File: config.mk
export PLATFORM = sky130hd
export DESIGN_NAME = bcd2ascii_tx
export DESIGN_NICKNAME = d
export VERILOG_FILES = /design/src/rtl/bcd2ascii_pkg.sv /design/src/rtl/bcd_fifo.sv /design/src/rtl/bcd2ascii_tx.sv
export SDC_FILE = /design/constraint.sdc
export NUM_CORES = 1
export LEC_CHECK = 0
export ABC_AREA = 1
export CAP_MARGIN = 15
export CORE_ASPECT_RATIO = 1.2
export CORE_MARGIN = 2
export CORE_UTILIZATION = 40
export CTS_CLUSTER_DIAMETER = 120
export CTS_CLUSTER_SIZE = 10
export DETAILED_ROUTE_END_ITERATION = 7
export GPL_TIMING_DRIVEN = 0
export PLACE_DENSITY_LB_ADDON = 0.3
export REMOVE_ABC_BUFFERS = 1
export SLEW_MARGIN = 20
export SYNTH_ARGS = -nofsm -noshare
export SYNTH_HDL_FRONTEND = slang
export SYNTH_HIERARCHICAL = 1
export SYNTH_SLANG_ARGS = --single-unit
File: constraint.sdc
create_clock -name clk -period 2.45 [get_ports clk]
set_clock_uncertainty 0.2 [all_clocks]
set_input_delay 0.245 -clock clk [delete_from_list [all_inputs] [get_ports clk]]
set_output_delay 0.245 -clock clk [all_outputs]
set_load 0.01 [all_outputs]
File: src/rtl/bcd2ascii_pkg.sv
// Shared constants for the BCD-to-ASCII line transmitter: ASCII codes,
// FSM state encodings and field offsets of the 17-bit signed BCD word.
package bcd2ascii_pkg;

  localparam logic [7:0] ASCII_MINUS = 8'h2D;
  localparam logic [7:0] ASCII_ZERO  = 8'h30;
  localparam logic [7:0] ASCII_QMARK = 8'h3F;
  localparam logic [7:0] ASCII_CR    = 8'h0D;
  localparam logic [7:0] ASCII_LF    = 8'h0A;

  // Word layout {sign, 3'b0, thousands[0], hundreds, tens, ones}
  localparam int BCD_W       = 17;
  localparam int BCD_SIGN    = 16;
  localparam int BCD_TH      = 12;
  localparam int BCD_HU_LSB  = 8;
  localparam int BCD_TEN_LSB = 4;
  localparam int BCD_ONE_LSB = 0;

  typedef enum logic [2:0] {
    IDLE = 3'd0,
    SIGN = 3'd1,
    TH   = 3'd2,
    HU   = 3'd3,
    TEN  = 3'd4,
    ONE  = 3'd5,
    CR   = 3'd6,
    LF   = 3'd7
  } state_t;

  typedef struct packed {
    logic       sign;
    logic       th;
    logic [3:0] hu;
    logic [3:0] te;
    logic [3:0] on;
  } line_t;

  function automatic line_t to_line(input logic [BCD_W-1:0] w);
    line_t l;
    l.sign = w[BCD_SIGN];
    l.th   = w[BCD_TH];
    l.hu   = w[BCD_HU_LSB +: 4];
    l.te   = w[BCD_TEN_LSB +: 4];
    l.on   = w[BCD_ONE_LSB +: 4];
    return l;
  endfunction

  // Non-decimal nibbles are shown as '?' rather than silently wrapping.
  function automatic logic [7:0] digit_char(input logic [3:0] d);
    return (d > 4'd9) ? ASCII_QMARK : (ASCII_ZERO + {4'h0, d});
  endfunction

endpackage

File: src/rtl/bcd_fifo.sv
// Small show-ahead FIFO for BCD words; the head word is readable
// combinationally so the consumer can pop and use it in the same cycle.
module bcd_fifo #(
  parameter int DEPTH = 4,
  parameter int WIDTH = 17
) (
  input  logic                       clk,
  input  logic                       rstn,
  input  logic                       push,
  input  logic [WIDTH-1:0]           wdata,
  input  logic                       pop,
  output logic [WIDTH-1:0]           rdata,
  output logic [$clog2(DEPTH):0]     count,
  output logic                       full,
  output logic                       empty
);

  localparam int AW = $clog2(DEPTH);

  logic [WIDTH-1:0] mem [DEPTH];
  logic [AW-1:0]    wr_ptr;
  logic [AW-1:0]    rd_ptr;

  always_ff @(posedge clk) begin
    if (push) mem[wr_ptr] <= wdata;
  end

  // Push while full is only issued together with a pop, so the slot being
  // overwritten is the one whose contents leave on this same edge.
  always_ff @(posedge clk or negedge rstn) begin
    if (!rstn) begin
      wr_ptr <= '0;
      rd_ptr <= '0;
      count  <= '0;
    end else begin
      if (push) wr_ptr <= wr_ptr + 1'b1;
      if (pop)  rd_ptr <= rd_ptr + 1'b1;
      case ({push, pop})
        2'b10:   count <= count + 1'b1;
        2'b01:   count <= count - 1'b1;
        default: count <= count;
      endcase
    end
  end

  assign rdata = mem[rd_ptr];
  assign full  = (count == (AW + 1)'(DEPTH));
  assign empty = (count == '0);

endmodule

File: src/rtl/bcd2ascii_tx.sv
// Formats signed 4-digit BCD words as ASCII text lines on a valid/ready
// character stream, with leading-zero suppression and an input FIFO.
module bcd2ascii_tx
  import bcd2ascii_pkg::*;
#(
  parameter int DEPTH = 4,
  parameter bit CRLF  = 1'b1
) (
  input  logic              clk,
  input  logic              rstn,
  input  logic [BCD_W-1:0]  bcd,
  input  logic              bcd_vld,
  output logic [7:0]        ch_data,
  output logic              ch_vld,
  input  logic              ch_rdy,
  output logic              busy,
  output logic              ovf,
  output logic [7:0]        ovf_cnt
);

  logic [BCD_W-1:0]        fifo_rdata;
  logic [$clog2(DEPTH):0]  fifo_count;
  logic                    fifo_full;
  logic                    fifo_empty;
  logic                    push;
  logic                    pop;
  logic                    transfer;
  logic                    unused_pad;

  state_t state;
  state_t adv;
  line_t  cur_line;
  line_t  head;

  bcd_fifo #(
    .DEPTH (DEPTH),
    .WIDTH (BCD_W)
  ) u_fifo (
    .clk   (clk),
    .rstn  (rstn),
    .push  (push),
    .wdata (bcd),
    .pop   (pop),
    .rdata (fifo_rdata),
    .count (fifo_count),
    .full  (fifo_full),
    .empty (fifo_empty)
  );

  function automatic state_t first_digit(input line_t l);
    if (l.th)              return TH;
    else if (l.hu != 4'h0) return HU;
    else if (l.te != 4'h0) return TEN;
    else                   return ONE;
  endfunction

  // A minus sign on zero magnitude would print "-0", so it is suppressed.
  function automatic state_t first_state(input line_t l);
    if (l.sign && (l.th || l.hu != 4'h0 || l.te != 4'h0 || l.on != 4'h0))
      return SIGN;
    return first_digit(l);
  endfunction

  // Once any digit is emitted all lower digits follow, so only SIGN skips.
  function automatic state_t after(input state_t s, input line_t l);
    case (s)
      SIGN:    return first_digit(l);
      TH:      return HU;
      HU:      return TEN;
      TEN:     return ONE;
      ONE:     return CRLF ? CR : LF;
      CR:      return LF;
      default: return IDLE;
    endcase
  endfunction

  function automatic logic [7:0] char_of(input state_t s, input line_t l);
    case (s)
      SIGN:    return ASCII_MINUS;
      TH:      return digit_char({3'b000, l.th});
      HU:      return digit_char(l.hu);
      TEN:     return digit_char(l.te);
      ONE:     return digit_char(l.on);
      CR:      return ASCII_CR;
      LF:      return ASCII_LF;
      default: return 8'h00;
    endcase
  endfunction

  assign head       = to_line(fifo_rdata);
  assign unused_pad = ^fifo_rdata[15:13];
  assign adv        = after(state, cur_line);
  assign transfer   = ch_vld && ch_rdy;
  // Popping on the LF transfer keeps back-to-back lines bubble-free.
  assign pop        = !fifo_empty && ((state == IDLE) || (state == LF && transfer));
  assign push       = bcd_vld && (!fifo_full || pop);
  assign busy       = (state != IDLE) || (fifo_count != '0);

  always_ff @(posedge clk or negedge rstn) begin
    if (!rstn) begin
      state    <= IDLE;
      cur_line <= '0;
      ch_data  <= 8'h00;
      ch_vld   <= 1'b0;
      ovf      <= 1'b0;
      ovf_cnt  <= 8'h00;
    end else begin
      ovf <= bcd_vld && !push;
      if (bcd_vld && !push && ovf_cnt != 8'hFF)
        ovf_cnt <= ovf_cnt + 8'h01;

      if (pop) begin
        state    <= first_state(head);
        cur_line <= head;
        ch_data  <= char_of(first_state(head), head);
        ch_vld   <= 1'b1;
      end else if (transfer) begin
        if (state == LF) begin
          state   <= IDLE;
          ch_data <= 8'h00;
          ch_vld  <= 1'b0;
        end else begin
          state   <= adv;
          ch_data <= char_of(adv, cur_line);
        end
      end
    end
  end

endmodule

==> flow_metrics.env, run 1 <==
export IMPL_timing_critical_path_from_type="register"
export IMPL_slew_limit_headroom_pct=53.8
export IMPL_drc_errors=0
export IMPL_syn_cell_area_um2=4740
export IMPL_achievable_frequency_mhz=429
export IMPL_layout_cells_sized_above_1_pct=13.7
export IMPL_placement_cell_area_um2=5160
export IMPL_cts_root_to_sink_buffers=2
export IMPL_cp_required_ps=2480
export IMPL_worst_endpoint_arrival_ps=2360
export IMPL_unrepaired_setup_endpoints_after_global_routing="true"
export IMPL_fin_cells=711
export IMPL_pwr_share_comb_pct=16.4
export IMPL_grt_ovfl_total=0
export IMPL_drt_pass1_iterations=5
export IMPL_share_clk_of_total_power_pct=33.4
export IMPL_p_sw_share_pct=27.9
export IMPL_numPlacedInstances=681
export IMPL_timing_hold_violations_final=0
export IMPL_worst_r2r_path_depth=11
export IMPL_htreeDepth=3
export IMPL_worst_hold_path_type="input port to asynchronous set/reset pin"
export IMPL_tritoncts_clock_tree="built"
export IMPL_leading_cell_type_in_the_layout_fill_and_taps_excluded="sky130_fd_sc_hd__nand2_1"
export IMPL_clock_buffer_count_from_cts=9
export IMPL_placeableCoreArea_um2=11600
export IMPL_final_antenna_net_count=0
export IMPL_insertion_delay_ps=340
export IMPL_synth_yosys_warnings=6
export IMPL_x_dimension_of_the_die_um=103
export IMPL_p_leak_nw=2.43
export IMPL_switching_power_w=0.00117
export IMPL_report_final_setup_viol=0
export IMPL_worst_setup_path_end_kind="register"
export IMPL_vias=3452
export IMPL_placer_congestion=0.954
export IMPL_core_rowCount=43
export IMPL_synthesized_instance_count=504
export IMPL_count_of_input_and_output_buffers=34
export IMPL_fin_tns_setup_ps=0
export IMPL_power_internal_w=0.00303
export IMPL_outcome="finished clean"
export IMPL_post_cts_clock_slew_at_the_launch_and_capture_registers_of_the_worst_setup_and_hold_paths_ps=70
export IMPL_drt_vias_per_instance=4.86
export IMPL_final_nets=577
export IMPL_clk_root_buffer_cell="sky130_fd_sc_hd__clkbuf_16"
export IMPL_powerDensity_nw_per_um2=743
export IMPL_antenna_found_initial=0
export IMPL_max_vdd_ir_drop_v=0.000478
export IMPL_finalWorstPathRequiredPeriod_ps=2330
export IMPL_grt_start_max_net_pins=39
export IMPL_place_hpwl_mm=6.54
export IMPL_i_o_pin_total=40
export IMPL_layout_common_cells="sky130_fd_sc_hd__nand2_1, sky130_fd_sc_hd__inv_1, sky130_fd_sc_hd__edfxtp_1"
export IMPL_initial_core_utilization_pct=41.0
export IMPL_worstMarginPinSlew_ps=692
export IMPL_worst_setup_path_type="register to register"
export IMPL_first_global_vias=3331
export IMPL_report_final_slew_viol_count=0
export IMPL_avg_wl_per_cell_um=13.3
export IMPL_min_period_over_period_pct=95.1
export IMPL_flow_area_growth_from_synthesis_pct=19.2
export IMPL_antennaDiodeCount=0
export IMPL_power_sequential_fraction_pct=50.2
export IMPL_drt_initial_drc_count=207
export IMPL_number_of_sinks_driven_by_the_clock_tree=95
export IMPL_final_standard_cell_area_without_fillers_um2=5650
export IMPL_grt_first_pass_wirelength_mm=15.5
export IMPL_track_usage_pct=15.9
export IMPL_timing_max_cap_violations=0
export IMPL_fp_dieH_um=123
export IMPL_synthesized_area_per_cell_um2=9.41
export IMPL_fp_dieArea_um2=12700
export IMPL_timing_critical_path_fanout_max=38
export IMPL_wl_mm=9.49
export IMPL_final_util_pct=48.8
-- final timing paths --
path | slack (ps) | start | end
min reg2reg | 290 | cur_line[12]$_DFFE_PN0P_ | cur_line[12]$_DFFE_PN0P_
min in group clk | 290 | cur_line[12]$_DFFE_PN0P_ | cur_line[12]$_DFFE_PN0P_
max reg2reg | 120 | u_fifo/rd_ptr[0]$_DFFE_PN0P_ | ch_data[3]$_DFFE_PN0P_
max | 120 | u_fifo/rd_ptr[0]$_DFFE_PN0P_ | ch_data[3]$_DFFE_PN0P_
max in group asynchronous | 1500 | rstn | u_fifo/rd_ptr[1]$_DFFE_PN0P_
min | 90 | rstn | u_fifo/count[1]$_DFFE_PN0P_
-- sequential cells by signal (all words and copies together), names as in the netlist, 2 cells and up --
| signal | count |
|---|---|
| state | 3 |
| u_fifo/wr_ptr | 2 |
| u_fifo/rd_ptr | 2 |
| u_fifo/count | 3 |
| cur_line | 13 |
| ovf_cnt | 8 |
| ch_data | 6 |
| u_fifo/mem | 56 |
-- metal layers --
metal | vias to the layer above | GRT usage, % | wire [um]
li1 | 1736 | - | -
met1 | 1629 | 19.3 | 4060
met3 | 10 | 3.28 | 404
met4 | 0 | 5.84 | 129
met5 | - | 0 | 0
met2 | 77 | 27.8 | 4890
-- cell type report --
| cell class | count | area, um2 |
|---|---|---|
| Fill cell | 1091 | 5920 |
| Tap cell | 157 | 196 |
| Inverter | 87 | 335 |
| Clock buffer | 10 | 229 |
| Clock inverter | 6 | 67.6 |
| Multi-Input combinational cell | 306 | 1660 |
| Sequential cell | 95 | 2670 |
| Timing Repair Buffer | 50 | 487 |
-- stage by stage --
step	power (W)	worst slack [ps]	hold slack [ps]
after floorplan	0.00251	-305	-251
after detailed placement	0.00278	-832	-73.4
after CTS	0.00420	-11.7	94.6
after global placement	0.00273	-947	275
after global routing	0.00443	-58.5	115
final	0.00420	120	93.6
-- power groups by stage --
stage | combinational, W | sequential (W) | clock (W)
floorplan | 0.000399 | 0.00211 | 0
global placement | 0.000622 | 0.00211 | 0
detailed placement | 0.000657 | 0.00213 | 0
CTS | 0.000670 | 0.00209 | 0.00144
global route | 0.000794 | 0.00213 | 0.00150
finish | 0.000690 | 0.00211 | 0.00140
-- critical path: stages (launching register included) --
cell,delay (ps)
sky130_fd_sc_hd__dfrtp_4,500
sky130_fd_sc_hd__buf_12,180
sky130_fd_sc_hd__o211ai_1,180
sky130_fd_sc_hd__nand2_1,130
sky130_fd_sc_hd__nor2_2,140
sky130_fd_sc_hd__nand4_1,180
sky130_fd_sc_hd__nor2_2,150
sky130_fd_sc_hd__nand2_1,70
sky130_fd_sc_hd__nand2_2,130
sky130_fd_sc_hd__o211ai_1,100
sky130_fd_sc_hd__a21oi_1,170
sky130_fd_sc_hd__nand2_1,80
-- what timing repair did --
item / 4_1_cts / 5_1_grt
endpoints found under the setup margin: 67 / 64
gates resized for setup: 9 / 22
hold endpoints to repair: 39 / 0
setup buffers: 3 / 10
hold buffers: 1 / 0
pin swaps: 2 / 9
Note: power is estimated with default switching activity, not from simulation.
==> inputs of run 2 (changes only) <==
SLEW_MARGIN = unset   (was 20)
==> run 2 against run 1 <==
Compared with the run above: cell count is 0.14% higher; hold slack better by 200 ps; largest power group unchanged; largest cell class unchanged; non-clock buffer count is 1 higher; count of clock-buffer cells in the layout stayed put; sequential power hardly changed; critical path depth stayed put; sequential cell count stayed put; clock power is 8% higher.
==> flow_metrics.env, run 2 (synthesis gave the netlist of run 1 again) <==
export IMPL_report_final_slew_viol_count=0
export IMPL_track_usage_pct=16.6
export IMPL_share_clk_of_total_power_pct=34.9
export IMPL_cp_required_ps=2470
export IMPL_max_vdd_ir_drop_v=0.000493
export IMPL_drt_vias_per_instance=4.80
export IMPL_min_period_over_period_pct=97.5
export IMPL_cts_root_to_sink_buffers=2
export IMPL_insertion_delay_ps=340
export IMPL_i_o_pin_total=40
export IMPL_setup_ws_ps=61.7
export IMPL_highest_layer="met4"
export IMPL_report_final_setup_viol=0
export IMPL_route_met2_wl_mm=5.10
export IMPL_drt_initial_drc_count=193
export IMPL_met3_wirelength_um=336
export IMPL_antenna_found_initial=0
export IMPL_place_hpwl_mm=6.43
export IMPL_hp_start="cur_line[12]$_DFFE_PN0P_"
export IMPL_x_dimension_of_the_die_um=103
export IMPL_slowest_stage="sky130_fd_sc_hd__dfrtp_4"
export IMPL_grt_first_pass_wirelength_mm=16.2
export IMPL_power_internal_w=0.00315
export IMPL_layout_cells_sized_above_1_pct=14.1
export IMPL_layout_common_cells="sky130_fd_sc_hd__nand2_1, sky130_fd_sc_hd__inv_1, sky130_fd_sc_hd__edfxtp_1"
export IMPL_leading_cell_type_in_the_layout_fill_and_taps_excluded="sky130_fd_sc_hd__nand2_1"
export IMPL_grt_ovfl_total=0
export IMPL_startpoint="u_fifo/rd_ptr[0]$_DFFE_PN0P_"
export IMPL_timing_critical_path_from_type="register"
export IMPL_timing_hold_violations_final=0
export IMPL_clk_root_buffer_cell="sky130_fd_sc_hd__clkbuf_16"
export IMPL_final_antenna_net_count=0
export IMPL_route_layer_met1_wl_mm=4.25
export IMPL_htreeDepth=3
export IMPL_outcome="finished clean"
export IMPL_top_regs="u_fifo/mem: 56 flops, cur_line: 13 flops, ovf_cnt: 8 flops"
export IMPL_final_nets=578
export IMPL_fp_dieArea_um2=12700
export IMPL_timing_max_cap_violations=0
export IMPL_worstMarginPinSlew_ps=866
export IMPL_core_rowCount=43
export IMPL_slew_limit_headroom_pct=42.3
export IMPL_max_flop_register="u_fifo/mem"
export IMPL_achievable_frequency_mhz=419
export IMPL_worst_setup_path_type="register to register"
export IMPL_timing_critical_path_max_delay_family="simple AND/OR/NAND/NOR gates"
export IMPL_worstPathCellList="buf_16, o211ai_1, nand2_1, inv_1, nand4_1, nor2_2, nand2_2, nand2_4, o211ai_1, a21oi_1, nand2_1"
export IMPL_n_fill_cell=1071
export IMPL_pre_cts_ws_ps=-828
export IMPL_tritoncts_clock_tree="built"
export IMPL_final_util_pct=49.5
export IMPL_power_sequential_fraction_pct=48.4
export IMPL_worst_endpoint_arrival_ps=2410
export IMPL_switching_power_w=0.00118
export IMPL_finalWorstPathRequiredPeriod_ps=2390
export IMPL_placeableCoreArea_um2=11600
export IMPL_p_leak_nw=2.45
export IMPL_timing_critical_path_fanout_max=15
export IMPL_avg_wl_per_cell_um=13.8
export IMPL_count_of_input_and_output_buffers=34
export IMPL_powerDensity_nw_per_um2=755
export IMPL_fp_dieH_um=123
export IMPL_ff_latch_area_um2=2670
export IMPL_vias=3420
export IMPL_antennaDiodeCount=0
export IMPL_worst_setup_path_end_kind="register"
export IMPL_number_of_sinks_driven_by_the_clock_tree=95
export IMPL_placer_congestion=0.954
export IMPL_pwr_share_comb_pct=16.6
export IMPL_multiInputGateArea_um2=1660
export IMPL_worst_hold_path_type="register to register"
export IMPL_unrepaired_setup_endpoints_after_global_routing="true"
export IMPL_timing_critical_path_slowest_cell_delay_ps=540
export IMPL_wl_mm=9.83
export IMPL_initial_core_utilization_pct=41.0
export IMPL_flow_area_growth_from_synthesis_pct=20.8
export IMPL_clock_buffer_count_from_cts=9
export IMPL_crit_reg2reg_launch="u_fifo/rd_ptr[0]$_DFFE_PN0P_"
export IMPL_p_sw_share_pct=27.2
export IMPL_buffer_and_inverter_count_on_the_worst_path=2
export IMPL_first_global_vias=3366
export IMPL_grt_start_max_net_pins=40
export IMPL_drc_errors=0
export IMPL_drt_pass1_iterations=4
export IMPL_post_cts_clock_slew_at_the_launch_and_capture_registers_of_the_worst_setup_and_hold_paths_ps=60
export IMPL_largest_register_ffs=56
## run 2: layout make-up
| type | instances | share of cell area, % |
|---|---|---|
| inverter | 87 | 6.05 |
| clock buffer | 10 | 4.00 |
| multi-input combinational | 306 | 28.9 |
| timing repair buffer | 51 | 9.41 |
| clock inverter | 6 | 1.59 |
| sequential | 95 | 46.6 |
| tap | 157 | 3.43 |
## run 2: final timing paths
check	end	slack, ps	cells after the start
max	ch_data[3]$_DFFE_PN0P_	60	11
min	cur_line[12]$_DFFE_PN0P_	290	2
max reg2reg	ch_data[3]$_DFFE_PN0P_	60	11
min reg2reg	cur_line[12]$_DFFE_PN0P_	290	2
max in group asynchronous	u_fifo/rd_ptr[0]$_DFFE_PN0P_	1060	2
min in group asynchronous	ovf_cnt[1]$_DFFE_PN0P_	350	2
## run 2: power groups by stage
stage | Clock, W | Combinational (W) | Sequential [W]
2_1_floorplan | 0 | 0.000399 | 0.00211
3_3_place_gp | 0 | 0.000622 | 0.00211
3_5_place_dp | 0 | 0.000655 | 0.00212
4_1_cts | 0.00155 | 0.000669 | 0.00209
5_1_grt | 0.00161 | 0.000824 | 0.00212
6_report | 0.00151 | 0.000718 | 0.00209
## run 2: worst min-delay path: stages (launching register included)
cell and delay, ps:
sky130_fd_sc_hd__dfrtp_1 350, sky130_fd_sc_hd__nand2_1 50, sky130_fd_sc_hd__o21ai_0 60
## run 2: per-layer routing
| layer | vias to the layer above | track usage [%] |
|---|---|---|
| met5 | - | 0 |
| met4 | 0 | 6.17 |
| met3 | 11 | 3.17 |
| met2 | 56 | 28.5 |
| met1 | 1624 | 20.6 |
| li1 | 1729 | - |
## run 2: repair_timing
| item | in CTS | in global routing |
|---|---|---|
| hold buffers | 1 | 0 |
| pin swaps | 2 | 11 |
| resized for setup | 10 | 23 |
| buffers inserted | 5 | 10 |
| endpoints found under the hold margin | 39 | 0 |
| setup endpoints to repair | 67 | 50 |
| cloned | 0 | 1 |
## run 2: through the flow
| stage | setup TNS (ps) | hold slack [ps] | cell area, um2 | cells | power [W] |
|---|---|---|---|---|---|
| floorplan | -1990 | -251 | 4590 | 488 | 0.00251 |
| global placement | -50150 | 275 | 5120 | 679 | 0.00273 |
| detailed placement | -48750 | 222 | 5120 | 679 | 0.00278 |
| CTS | -16.7 | 290 | 5550 | 701 | 0.00431 |
| global route | -329 | 317 | 5730 | 712 | 0.00455 |
| finish | 0 | 289 | 5730 | 712 | 0.00432 |
